===== src/rtl/led_bank_scheduler_if.sv =====
// Bus between the MCU/led_matrix banks and the bank scheduler.
//   Configuration : en, bank_mask, dead_time, timeout
//   Bank inputs   : bank_n_en, bank_m_en, bank_done_tick (packed per bank)
//   Pin outputs   : n_en (shared cathodes), m_en (gated anodes), grant,
//                   switch_tick, timeout_tick
// master = MCU/bank side, slave = scheduler.
interface led_bank_scheduler_if #(
  parameter int BANKS        = 2,
  parameter int LEDS_N       = 10,
  parameter int LEDS_M       = 3,
  parameter int DEAD_BITS    = 8,
  parameter int TIMEOUT_BITS = 16
);
  logic                      en;
  logic [BANKS-1:0]          bank_mask;
  logic [DEAD_BITS-1:0]      dead_time;
  logic [TIMEOUT_BITS-1:0]   timeout;
  logic [BANKS*LEDS_N-1:0]   bank_n_en;
  logic [BANKS*LEDS_M-1:0]   bank_m_en;
  logic [BANKS-1:0]          bank_done_tick;
  logic [LEDS_N-1:0]         n_en;
  logic [BANKS*LEDS_M-1:0]   m_en;
  logic [BANKS-1:0]          grant;
  logic                      switch_tick;
  logic                      timeout_tick;

  modport master (
    output en, bank_mask, dead_time, timeout, bank_n_en, bank_m_en, bank_done_tick,
    input  n_en, m_en, grant, switch_tick, timeout_tick
  );

  modport slave (
    input  en, bank_mask, dead_time, timeout, bank_n_en, bank_m_en, bank_done_tick,
    output n_en, m_en, grant, switch_tick, timeout_tick
  );
endinterface


===== src/rtl/led_bank_scheduler.sv =====
// Time-multiplexes BANKS led_matrix banks onto one shared set of cathode lines.
// Round-robin grant among enabled banks; a grant ends on the bank's done_tick,
// on timeout, or when the bank is masked off. A programmable blanking gap is
// inserted between grants.
// Ports:
//   clk      system clock
//   reset_n  asynchronous active-low reset
//   bus      led_bank_scheduler_if.slave (config, bank inputs, pin outputs)
module led_bank_scheduler #(
  parameter int BANKS        = 2,
  parameter int LEDS_N       = 10,
  parameter int LEDS_M       = 3,
  parameter int DEAD_BITS    = 8,
  parameter int TIMEOUT_BITS = 16
) (
  input  logic                clk,
  input  logic                reset_n,
  led_bank_scheduler_if.slave bus
);

  localparam int IW = (BANKS > 1) ? $clog2(BANKS) : 1;

  typedef enum logic [1:0] {
    IDLE,
    DRIVE,
    BLANK
  } state_t;

  state_t                  state_q, state_d;
  logic [IW-1:0]           idx_q, idx_d;
  logic [IW-1:0]           ptr_q, ptr_d;
  logic [TIMEOUT_BITS-1:0] drv_cnt_q, drv_cnt_d;
  logic [TIMEOUT_BITS-1:0] tmo_q, tmo_d;
  logic [DEAD_BITS-1:0]    blank_q, blank_d;

  logic                    sel_valid;
  logic [IW-1:0]           sel_idx;
  logic                    switch_tick;
  logic                    timeout_tick;

  // First enabled bank at or after the next pointer, with wrap-around.
  always_comb begin
    int unsigned cand;
    sel_valid = 1'b0;
    sel_idx   = '0;
    cand      = 0;
    for (int unsigned i = 0; i < BANKS; i++) begin
      cand = (32'(ptr_q) + i) % BANKS;
      if (!sel_valid && bus.bank_mask[cand]) begin
        sel_valid = 1'b1;
        sel_idx   = IW'(cand);
      end
    end
  end

  always_ff @(posedge clk or negedge reset_n) begin
    if (!reset_n) begin
      state_q   <= IDLE;
      idx_q     <= '0;
      ptr_q     <= '0;
      drv_cnt_q <= '0;
      tmo_q     <= '0;
      blank_q   <= '0;
    end else begin
      state_q   <= state_d;
      idx_q     <= idx_d;
      ptr_q     <= ptr_d;
      drv_cnt_q <= drv_cnt_d;
      tmo_q     <= tmo_d;
      blank_q   <= blank_d;
    end
  end

  always_comb begin
    logic done_hit;
    logic tmo_hit;
    logic mask_drop;
    state_d      = state_q;
    idx_d        = idx_q;
    ptr_d        = ptr_q;
    drv_cnt_d    = drv_cnt_q;
    tmo_d        = tmo_q;
    blank_d      = blank_q;
    switch_tick  = 1'b0;
    timeout_tick = 1'b0;
    done_hit     = bus.bank_done_tick[idx_q];
    tmo_hit      = (tmo_q != '0) && (drv_cnt_q == tmo_q - TIMEOUT_BITS'(1));
    mask_drop    = !bus.bank_mask[idx_q];

    if (!bus.en) begin
      state_d = IDLE;
    end else begin
      case (state_q)
        IDLE: begin
          if (sel_valid) begin
            state_d   = DRIVE;
            idx_d     = sel_idx;
            ptr_d     = (sel_idx == IW'(BANKS - 1)) ? '0 : sel_idx + IW'(1);
            drv_cnt_d = '0;
            tmo_d     = bus.timeout;
          end
        end
        DRIVE: begin
          if (drv_cnt_q != '1) drv_cnt_d = drv_cnt_q + TIMEOUT_BITS'(1);
          if (done_hit || tmo_hit || mask_drop) begin
            switch_tick  = 1'b1;
            // done_tick and mask removal both take precedence over timeout.
            timeout_tick = tmo_hit && !done_hit && !mask_drop;
            if (bus.dead_time != '0) begin
              state_d = BLANK;
              blank_d = bus.dead_time - DEAD_BITS'(1);
            end else if (sel_valid) begin
              state_d   = DRIVE;
              idx_d     = sel_idx;
              ptr_d     = (sel_idx == IW'(BANKS - 1)) ? '0 : sel_idx + IW'(1);
              drv_cnt_d = '0;
              tmo_d     = bus.timeout;
            end else begin
              state_d = IDLE;
            end
          end
        end
        BLANK: begin
          if (blank_q != '0) begin
            blank_d = blank_q - DEAD_BITS'(1);
          end else if (sel_valid) begin
            state_d   = DRIVE;
            idx_d     = sel_idx;
            ptr_d     = (sel_idx == IW'(BANKS - 1)) ? '0 : sel_idx + IW'(1);
            drv_cnt_d = '0;
            tmo_d     = bus.timeout;
          end else begin
            state_d = IDLE;
          end
        end
        default: state_d = IDLE;
      endcase
    end
  end

  // Pin decode is purely from registered state, so reset blanks outputs at once.
  always_comb begin
    bus.n_en  = '0;
    bus.m_en  = '0;
    bus.grant = '0;
    if (state_q == DRIVE) begin
      bus.n_en                            = bus.bank_n_en[32'(idx_q)*LEDS_N +: LEDS_N];
      bus.m_en[32'(idx_q)*LEDS_M +: LEDS_M] = bus.bank_m_en[32'(idx_q)*LEDS_M +: LEDS_M];
      bus.grant[idx_q]                    = 1'b1;
    end
  end

  assign bus.switch_tick  = switch_tick;
  assign bus.timeout_tick = timeout_tick;

endmodule


===== src/flat_wrapper.sv =====
// flat-port wrapper written by rule: the top's interface ports become plain ports
module led_bank_scheduler_flat 
#(
  parameter int BANKS        = 2,
  parameter int LEDS_N       = 10,
  parameter int LEDS_M       = 3,
  parameter int DEAD_BITS    = 8,
  parameter int TIMEOUT_BITS = 16
)
  (clk, reset_n, bus_en, bus_bank_mask, bus_dead_time, bus_timeout, bus_bank_n_en, bus_bank_m_en, bus_bank_done_tick, bus_n_en, bus_m_en, bus_grant, bus_switch_tick, bus_timeout_tick);
  led_bank_scheduler_if #(.BANKS(BANKS), .LEDS_N(LEDS_N), .LEDS_M(LEDS_M), .DEAD_BITS(DEAD_BITS), .TIMEOUT_BITS(TIMEOUT_BITS)) bus_i ();
  input  logic clk;
  input  logic reset_n;
  input wire logic [$bits(bus_i.en)-1:0] bus_en;
  input wire logic [$bits(bus_i.bank_mask)-1:0] bus_bank_mask;
  input wire logic [$bits(bus_i.dead_time)-1:0] bus_dead_time;
  input wire logic [$bits(bus_i.timeout)-1:0] bus_timeout;
  input wire logic [$bits(bus_i.bank_n_en)-1:0] bus_bank_n_en;
  input wire logic [$bits(bus_i.bank_m_en)-1:0] bus_bank_m_en;
  input wire logic [$bits(bus_i.bank_done_tick)-1:0] bus_bank_done_tick;
  output wire logic [$bits(bus_i.n_en)-1:0] bus_n_en;
  output wire logic [$bits(bus_i.m_en)-1:0] bus_m_en;
  output wire logic [$bits(bus_i.grant)-1:0] bus_grant;
  output wire logic [$bits(bus_i.switch_tick)-1:0] bus_switch_tick;
  output wire logic [$bits(bus_i.timeout_tick)-1:0] bus_timeout_tick;
  assign bus_i.en = bus_en;
  assign bus_i.bank_mask = bus_bank_mask;
  assign bus_i.dead_time = bus_dead_time;
  assign bus_i.timeout = bus_timeout;
  assign bus_i.bank_n_en = bus_bank_n_en;
  assign bus_i.bank_m_en = bus_bank_m_en;
  assign bus_i.bank_done_tick = bus_bank_done_tick;
  assign bus_n_en = bus_i.n_en;
  assign bus_m_en = bus_i.m_en;
  assign bus_grant = bus_i.grant;
  assign bus_switch_tick = bus_i.switch_tick;
  assign bus_timeout_tick = bus_i.timeout_tick;
  led_bank_scheduler #(.BANKS(BANKS), .LEDS_N(LEDS_N), .LEDS_M(LEDS_M), .DEAD_BITS(DEAD_BITS), .TIMEOUT_BITS(TIMEOUT_BITS)) u_core (.clk(clk), .reset_n(reset_n), .bus(bus_i));
endmodule

===== config.mk =====
export PLATFORM = sky130hd
export DESIGN_NAME = led_bank_scheduler_flat
export DESIGN_NICKNAME = d
export VERILOG_FILES = /design/src/rtl/led_bank_scheduler_if.sv /design/src/rtl/led_bank_scheduler.sv /design/src/flat_wrapper.sv
export SDC_FILE = /design/constraint.sdc
export NUM_CORES = 1
export LEC_CHECK = 0
export ABC_AREA = 0
export CAP_MARGIN = 0
export CORE_ASPECT_RATIO = 0.75
export CORE_MARGIN = 8
export CORE_UTILIZATION = 41
export CTS_CLUSTER_DIAMETER = 50
export DETAILED_ROUTE_END_ITERATION = 7
export PLACE_DENSITY_LB_ADDON = 0.1
export SYNTH_ARGS = -nofsm -noshare
export SYNTH_HDL_FRONTEND = slang
export SYNTH_SLANG_ARGS = --single-unit

===== constraint.sdc =====
create_clock -name clk -period 8.7 [get_ports clk]
set_clock_uncertainty 0.05 [all_clocks]
set_input_delay 1.74 -clock clk [delete_from_list [all_inputs] [get_ports clk]]
set_output_delay 1.74 -clock clk [all_outputs]
set_load 0.02 [all_outputs]

## Word-level counts from Yosys, hierarchy flattened

Index checks and enable logic that the tools add are counted.
Widths: inputs -> output; s select.

- $add $sub $neg: 7
- Multiplexer cells: 57
- Shifts and indexed selects: 4
- Reduce and logical (&&, ||, !) cells: 20
- $mul: 2
- Bitwise operators: 1
- Div/mod/pow operators: 0
- $lt $le $gt $ge: 4
- Eq/ne operators: 12

Operators by type and width:

| kind | count |
|---|---|
| $mux 16 | 10 |
| $pmux 16 s3 | 2 |
| $neg 3->34 | 1 |
| $shift 3x34->6 const A | 1 |
| $shiftx 3x34->6 | 1 |
| $mux 1 | 29 |
| $mux 8 | 3 |
| $shiftx 20x6->10 | 1 |
| $add 16x1->16 const B | 1 |
| $eq 16x16->1 | 1 |
| $ne 16x16->1 const B | 1 |
| $pmux 8 s2 | 1 |
| $reduce_bool 16->1 | 1 |
| $reduce_bool 8->1 | 2 |
| $sub 16x1->16 const B | 1 |
| $sub 8x1->8 const B | 2 |
| $mux 2 | 6 |
| $mux 10 | 1 |
| $reduce_and 5->1 | 2 |
| $and 6x6->6 | 1 |
| $lt 1x2->1 const B | 3 |
| $mux 6 | 1 |
| $ne 2x1->1 const B | 3 |
| $ne 3x2->1 const B | 2 |
| other kinds (19) | 30 |

- Input port bits: 57
- Bits in writable memories: 0
- Output and inout bits: 20
- Memory bits (read-only): 0
- Memories kept: 0
- Word-level logic and storage cells: 113
- Bits in latches: 0
- Register bits after elaboration: 44

## Longest topological paths before layout

Gate-level depths: netlist of the first run.

- Word-level depth: 12
- Gate-level depth with buffers: 13
- Depth with buffers taken out: 11

## Worst setup path before layout of the first run

No wires, ideal clock.

- Kind: register to output
- From: register u_core.tmo_q[0]
- To: output bus_switch_tick
- Buffers on the path: 1
- Arrival: 2968 ps
- Stages on the path, launching flop included: 11
- Slack: 3942 ps
- Data required time: 6910 ps
- Path through: dfrtp_1 inv_1 ha_1 or3b_1 buf_2 or3b_1 a211o_1 a32o_1 or4_4 and2_2 nor2_1

- Word-level cells in the longest chain between the ends: 8
- Elaborated cells between the ends (all ways): 9
- Those cells by class: add/sub: 1; eq/ne: 1; mux: 3; reduce/logical: 4

RTL lines:

| item | RTL line | text |
|---|---|---|
| start: declaration | led_bank_scheduler.sv:33 | `logic [TIMEOUT_BITS-1:0] tmo_q, tmo_d;` |
| start signal: assignment | led_bank_scheduler.sv:69 | `tmo_q <= tmo_d;` |
| $sub 16x1->16 | led_bank_scheduler.sv:87 | `tmo_hit = (tmo_q != '0) && (drv_cnt_q == tmo_q - TIMEOUT_BITS'(1));` |
| $eq 16x16->1 | led_bank_scheduler.sv:87 |  |
| $logic_and 1x1->1 * | led_bank_scheduler.sv:87 |  |
| $logic_or 1x1->1 * (2 in series) | led_bank_scheduler.sv:105 | `if (done_hit \|\| tmo_hit \|\| mask_drop) begin` |
| $mux 1 * | led_bank_scheduler.sv:105 |  |
| $mux 1 * | led_bank_scheduler.sv:93 | `case (state_q)` |
| $mux 1 * | led_bank_scheduler.sv:90 | `if (!bus.en) begin` |
| end: declaration | flat_wrapper.sv:24 | `output wire logic [$bits(bus_i.switch_tick)-1:0] bus_switch_tick;` |

Mark *: on every way between the ends. The rest lies on a longest branch, timed or not.

## Final worst setup path of the first run

- From: input bus_en
- To: output bus_timeout_tick

- Word-level cells in the longest chain between the ends: 1

RTL lines:

| item | RTL line | text |
|---|---|---|
| start: declaration | flat_wrapper.sv:14 | `input wire logic [$bits(bus_i.en)-1:0] bus_en;` |
| $mux 1 | led_bank_scheduler.sv:90 |  |
| end: declaration | flat_wrapper.sv:25 | `output wire logic [$bits(bus_i.timeout_tick)-1:0] bus_timeout_tick;` |

Every way passes these cells.

==> flow_summary_export.csv, run 1 <==
group,metric,value,unit
finish,seqCellArea,0.00110,mm2
finish,multi_input_area,0.00202,mm2
finish,area_growth,27.1,%
sta,slew_headroom,0.332,
global_route,grt_pass1_vias,3053,
power,p_total,815,uW
global_route,grt_overflow,0,
synthesis,synth.cell_area,0.00329,mm2
drt,drc,0,
floorplan,die_height,93.6,um
critical_path,path_max_fanout,30,
power,switching_share,0.388,
drt,wl_per_cell,16.7,um
global_route,grt_pass1_wl,15.2,mm
run,drv_cap,0,
floorplan,core,0.00785,mm2
synthesis,synth_edf_count,0,
global_route,grt_usage,0.163,
drt,via_count,3142,
clock_tree,cts_hold_buf,0,
placed_design,place_congestion,0.840,
synthesis,synthTopCellsByCount,"dfrtp_1 (44), nor2_1 (34), nand2_1 (24), nand3_1 (23), nor3_1 (20)",
power,p_sw,316,uW
power,clockPowerShare,0.167,
finish,fin_nets,499,
power,internal_power,499,uW
synthesis,ys_ff_latch,44,
clock_tree,cts.sinks,44,
critical_path,cp_slowest_cell,"and2_1",
power,combPwrFrac,0.413,
synthesis,syn_avg_cell_area,8.77,um2
synthesis,synth_area_leader_cell,"dfrtp_1",
drt,drtPass1Iterations,5,
sta,hold_viol_final,0,
drt,via_per_inst,5.77,
finish,diodes,0,
drt,wirelength,9.11,mm
critical_path,max_stage_delay,840,ps
global_route,grt_max_degree,45,
hold_path,min_path_type,"reg2reg",
synthesis,async_flop_share,1.00,
critical_path,arrival,4260,ps
clock_tree,cts_tree,"built",
placed_design,dpl.hpwl,6.96,mm
clock_tree,cts_root_buffer,"clkbuf_8",
sta,fmax,165,MHz
critical_path,r2r_start,"u_core.tmo_q[0]",
critical_path,cp-end-kind,"output pin",
synthesis,yosysWarnings,0,
clock_tree,ctsResizeCount,0,
power,pwr_density_cell,195,mW/mm2
clock_tree,max-clock-path-buffers,2,
synthesis,yosysMostFrequentCell,"dfrtp_1",
status,status,"complete, no violations",
sta,tightestPinTransition,1000,ps
synthesis,syn_nets,435,
clock_tree,worstSkewPairLatency,300,ps
sta,rsz0062_at_grt,"no",
drt,ant_nets,0,
sta,setup_viol,0,
synthesis,synth_area_leaders,"dfrtp_1 (33%), mux2_4 (7.8%), mux2i_1 (4.3%), nor2_1 (3.9%), a31oi_1 (3.6%)",
floorplan,rows,28,
sta,fin_crit,6050,ps
power,vdd_drop_max,83.6,uV
finish,drive_above_1_share,0.0773,
power,leakage,0.00175,uW
critical_path,setup.worst_path.class,"in2out",
global_route,antenna_found_initial,0,
finish,num-fill-cells,731,
drt,drtIter0Drc,191,
critical_path,critical_path.startpoint,"bus_en",
hold_path,hold_start,"u_core.ptr_q",
critical_path,worst_path_most_repeated_cell,"clkdlybuf4s50_1",
floorplan,num_io_pins,77,
sta,setup_tns,0,ps
clock_tree,clk_pin_slew,80,ps
synthesis,synthCells,375,
synthesis,ys_types,58,
critical_path,crit_path_start_kind,"input pin",
clock_tree,cts_setup_buffers,0,
floorplan,dieArea,0.0112,mm2
floorplan,initial_core_util,0.419,
floorplan,die_w,119,um
sta,fin_crit_sh,0.695,
clock_tree,tritoncts.num_buffers,5,
critical_path,critical_path.cell_chain,"clkdlybuf4s50_1, and2_1, and4b_1, clkdlybuf4s50_1",
synthesis,netlist.area_leader.share,0.335,
clock_tree,htree_num_levels,2,
critical_path,crit_required,6910,ps
synthesis,synthFlopType,"dfrtp_1",
power,p_seq_frac,0.420,
placed_design,portBuffers,76,
synthesis,seq_area_frac_synth,0.335,
sta,finalMaxSlewViolations,0,
placed cells by master (no fill, tap or decap), drive strengths merged, types with 10 or more instances in the layout:
cell type	count
clkdlybuf4s50	75
a31oi	19
nand3	23
mux2	19
and3	10
nor3	20
xnor2	11
inv	18
nor2	34
mux2i	14
nand2	24
xor2	11
dfrtp	44
worst paths after layout:
path,slack [ps],depth (start not counted),to
max reg2reg,4690,11,u_core.tmo_q[12]
max in group asynchronous,6430,1,u_core.drv_cnt_q[2]
min in group asynchronous,1550,1,u_core.tmo_q[8]
min,480,1,u_core.ptr_q
min reg2reg,480,1,u_core.ptr_q
max,2650,4,bus_timeout_tick
critical path: cells and delay by family:
kind / cells / cell delay (ps)
and+or+nand+nor: 2 / 1160
buffers and inverters: 2 / 1360
registers in the layout (all words and copies together) (netlist names):
signal,count
u_core.blank_q,8
u_core.tmo_q,16
u_core.state_q,2
u_core.ptr_q,1
u_core.idx_q,1
u_core.drv_cnt_q,16
layout make-up:
| class | instances | share of cell area |
|---|---|---|
| Tap cell | 105 | 0.0314 |
| Sequential cell | 44 | 0.263 |
| Multi-Input combinational cell | 293 | 0.484 |
| Clock inverter | 2 | 0.00239 |
| Timing Repair Buffer | 77 | 0.183 |
| Inverter | 18 | 0.0162 |
| Clock buffer | 6 | 0.0198 |
power by group through the flow:
| stage | Combinational, uW | Clock (uW) | Sequential (uW) |
|---|---|---|---|
| 5_1_grt | 371 | 149 | 351 |
| 3_3_place_gp | 333 | 0 | 343 |
| 3_5_place_dp | 336 | 0 | 344 |
| 6_report | 336 | 136 | 342 |
| 4_1_cts | 338 | 142 | 340 |
| 2_1_floorplan | 256 | 0 | 311 |
metal layers:
| layer | global-route usage | wire length, um | vias to the layer above | share of wire |
|---|---|---|---|---|
| li1 | - | - | 1518 | - |
| met2 | 0.241 | 3870 | 116 | 0.42 |
| met1 | 0.230 | 4340 | 1502 | 0.48 |
| met4 | 0.0187 | 31 | 0 | 0.0034 |
| met5 | 0 | 0 | - | 0 |
| met3 | 0.0572 | 866 | 6 | 0.095 |
per-stage QoR:
step / setup slack [ps] / std cells / util / hold WS (ps) / area (um2)
6_report: 2650 / 545 / 0.533 / 477 / 4180
4_1_cts: 2650 / 545 / 0.533 / 476 / 4180
5_1_grt: 2510 / 545 / 0.533 / 492 / 4180
2_1_floorplan: 3940 / 375 / - / 426 / 3290
3_3_place_gp: 2660 / 537 / 0.521 / 458 / 4090
3_5_place_dp: 2650 / 537 / 0.521 / 451 / 4090
cells by family after synthesis:
| logic type | Yosys count | synth area share |
|---|---|---|
| mux | 33 | 0.127 |
| fa+ha+maj | 3 | 0.0114 |
| xor+xnor | 22 | 0.0586 |
| buf+inv | 38 | 0.0495 |
| simple gates | 160 | 0.258 |
| flops | 44 | 0.335 |
| compound gates | 75 | 0.161 |
No activity file was read; power rests on OpenSTA's default activity.
==> run 2, diff against run 1 <==
==> constraint.sdc (replaced) <==
create_clock -name clk -period 5.9 [get_ports clk]
set_clock_uncertainty 0.05 [all_clocks]
set_input_delay 1.18 -clock clk [delete_from_list [all_inputs] [get_ports clk]]
set_output_delay 1.18 -clock clk [all_outputs]
set_load 0.02 [all_outputs]
==> flow_summary_export.csv, run 2 (synthesis results as in run 1) <==
group,metric,value,unit
finish,final_cell_mix,"clkdlybuf4s50_1 (75), dfrtp_1 (44), nor2_1 (34), nand2_1 (24), nand3_1 (23)",
critical_path,critical_path.cell_chain,"inv_1, ha_1, or3b_1, or3b_1, a211o_1, a32o_1, or4_4, and2_2, nor2_1, clkdlybuf4s50_1",
critical_path,max_stage_delay,620,ps
hold_path,hold_start,"u_core.ptr_q",
drt,via_count,3133,
finish,seqCellArea,0.00110,mm2
sta,tightestPinTransition,1020,ps
clock_tree,tritoncts.num_buffers,5,
clock_tree,cts.sinks,44,
floorplan,rows,28,
sta,fin_crit_sh,0.875,
sta,fmax,194,MHz
placed_design,place_congestion,0.865,
finish,diodes,0,
drt,wl_per_cell,16.8,um
sta,slew_headroom,0.320,
floorplan,core,0.00785,mm2
critical_path,crit_required,4670,ps
critical_path,critical_path.startpoint,"u_core.tmo_q[0]",
critical_path,worstRegToRegCells,11,
clock_tree,cts_root_buffer,"clkbuf_8",
power,vdd_drop_max,144,uV
run,drv_cap,0,
critical_path,cp_slowest_cell,"clkdlybuf4s50_1",
global_route,grt_pass1_wl,15.4,mm
sta,fin_crit,5160,ps
critical_path,setup.worst_path.class,"reg2out",
drt,ant_nets,0,
placed_design,portBuffers,76,
critical_path,cp-end-kind,"output pin",
clock_tree,worstSkewPairLatency,300,ps
finish,area_growth,27.8,%
clock_tree,cts_setup_buffers,0,
critical_path,regToRegSetupSlack,1770,ps
finish,reg.largest.list,"u_core.drv_cnt_q x16, u_core.tmo_q x16, u_core.blank_q x8",
critical_path,worst_path_most_repeated_cell,"or3b_1",
finish,final_common_cell,"clkdlybuf4s50_1",
hold_path,min_path_cells,1,
floorplan,die_height,93.6,um
critical_path,cp_num_buf_inv,2,
global_route,grt_pass1_vias,2984,
critical_path,cpLargestDelayFamily,"simple AND/OR/NAND/NOR gates",
finish,fin_nets,500,
finish,drive_above_1_share,0.0771,
global_route,grt_overflow,0,
hold_path,hold_end,"u_core.ptr_q",
critical_path,r2r_start,"u_core.tmo_q[0]",
drt,drtIter0Drc,261,
floorplan,dieArea,0.0112,mm2
drt,drtPass1Iterations,4,
power,pwr_density_cell,294,mW/mm2
placed_design,dpl.hpwl,6.95,mm
floorplan,die_w,119,um
power,leakage,0.00176,uW
floorplan,num_io_pins,77,
sta,hold_viol_final,0,
sta,finalWorstSetupSlack,735,ps
placed_design,placed_cell_area,0.00410,mm2
sta,finalMaxSlewViolations,0,
clock_tree,htree_num_levels,2,
finish,fin_cells,546,
global_route,grt_usage,0.167,
critical_path,path_max_fanout,7,
critical_path,r2r-end,"u_core.tmo_q[9]",
drt,via_per_inst,5.74,
placed_design,dp_cells,538,
finish,final_cell_area,0.00420,mm2
clock_tree,cts_tree,"built",
global_route,grt_max_degree,45,
finish,multi_input_area,0.00202,mm2
hold_path,min_path_type,"reg2reg",
sta,setup_tns,0,ps
global_route,antenna_found_initial,0,
power,p_total,1230,uW
placed_design,dpl_worst_slack,1070,ps
clock_tree,max-clock-path-buffers,2,
clock_tree,clk_pin_slew,90,ps
drt,wirelength,9.20,mm
critical_path,arrival,3930,ps
drt,drc,0,
finish,num-fill-cells,739,
sta,rsz0062_at_grt,"no",
floorplan,initial_core_util,0.419,
status,status,"complete, no violations",
clock_tree,cts_hold_buf,0,
sta,setup_viol,0,
clock_tree,ctsResizeCount,0,
critical_path,crit_path_start_kind,"register",
## run 2: cell count changes in the layout (fill, tap and decap cells not counted)
cell and delta:
buf_4 +1, bufinv_16 +1, clkbuf_1 +1, clkbuf_8 -1, clkinv_2 -1
## run 2: cell type report
cell class                      count  share of cell area
Clock inverter                      2             0.00834
Tap cell                          105              0.0313
Multi-Input combinational cell    293               0.482
Sequential cell                    44               0.262
Inverter                           18              0.0161
Timing Repair Buffer               78               0.183
Clock buffer                        6              0.0173
## run 2: worst reg2reg max path, stage by stage (launching register included)
cell and delay [ps]:
dfrtp_1 440, inv_1 80, ha_1 170, or3b_1 480
or3b_1 390, a211o_1 310, a32o_1 250, or4_4 530
a211o_1 340, a21oi_2 240, buf_4 370, mux2_4 350
## run 2: layer usage
| metal | global-route usage | up-vias | routed length, um |
|---|---|---|---|
| met5 | 0 | - | 0 |
| met4 | 0.0280 | 0 | 49 |
| met3 | 0.0584 | 8 | 861 |
| met2 | 0.238 | 107 | 3770 |
| met1 | 0.239 | 1495 | 4510 |
| li1 | - | 1523 | - |
## run 2: power by group
group,leakage (uW),switching (uW),internal [uW]
sequential,0.000550,126,379
clock,0.0000552,107,126
combinational,0.00115,234,263
total,0.00176,466,768
## run 2: worst max-delay path by stage
stage          cells past startpoint  slack (ps)               to
6_report                          10         740  bus_switch_tick
3_5_place_dp                      10        1070  bus_switch_tick
4_1_cts                           10         730  bus_switch_tick
5_1_grt                           10         560  bus_switch_tick
2_1_floorplan                     10        1700  bus_switch_tick
3_3_place_gp                      10        1160  bus_switch_tick
## run 2: metrics by stage
stage          utilization  hold WS, ps
2_1_floorplan            -          426
3_3_place_gp         0.522          449
3_5_place_dp         0.522          442
4_1_cts              0.536          467
5_1_grt              0.536          505
6_report             0.536          466
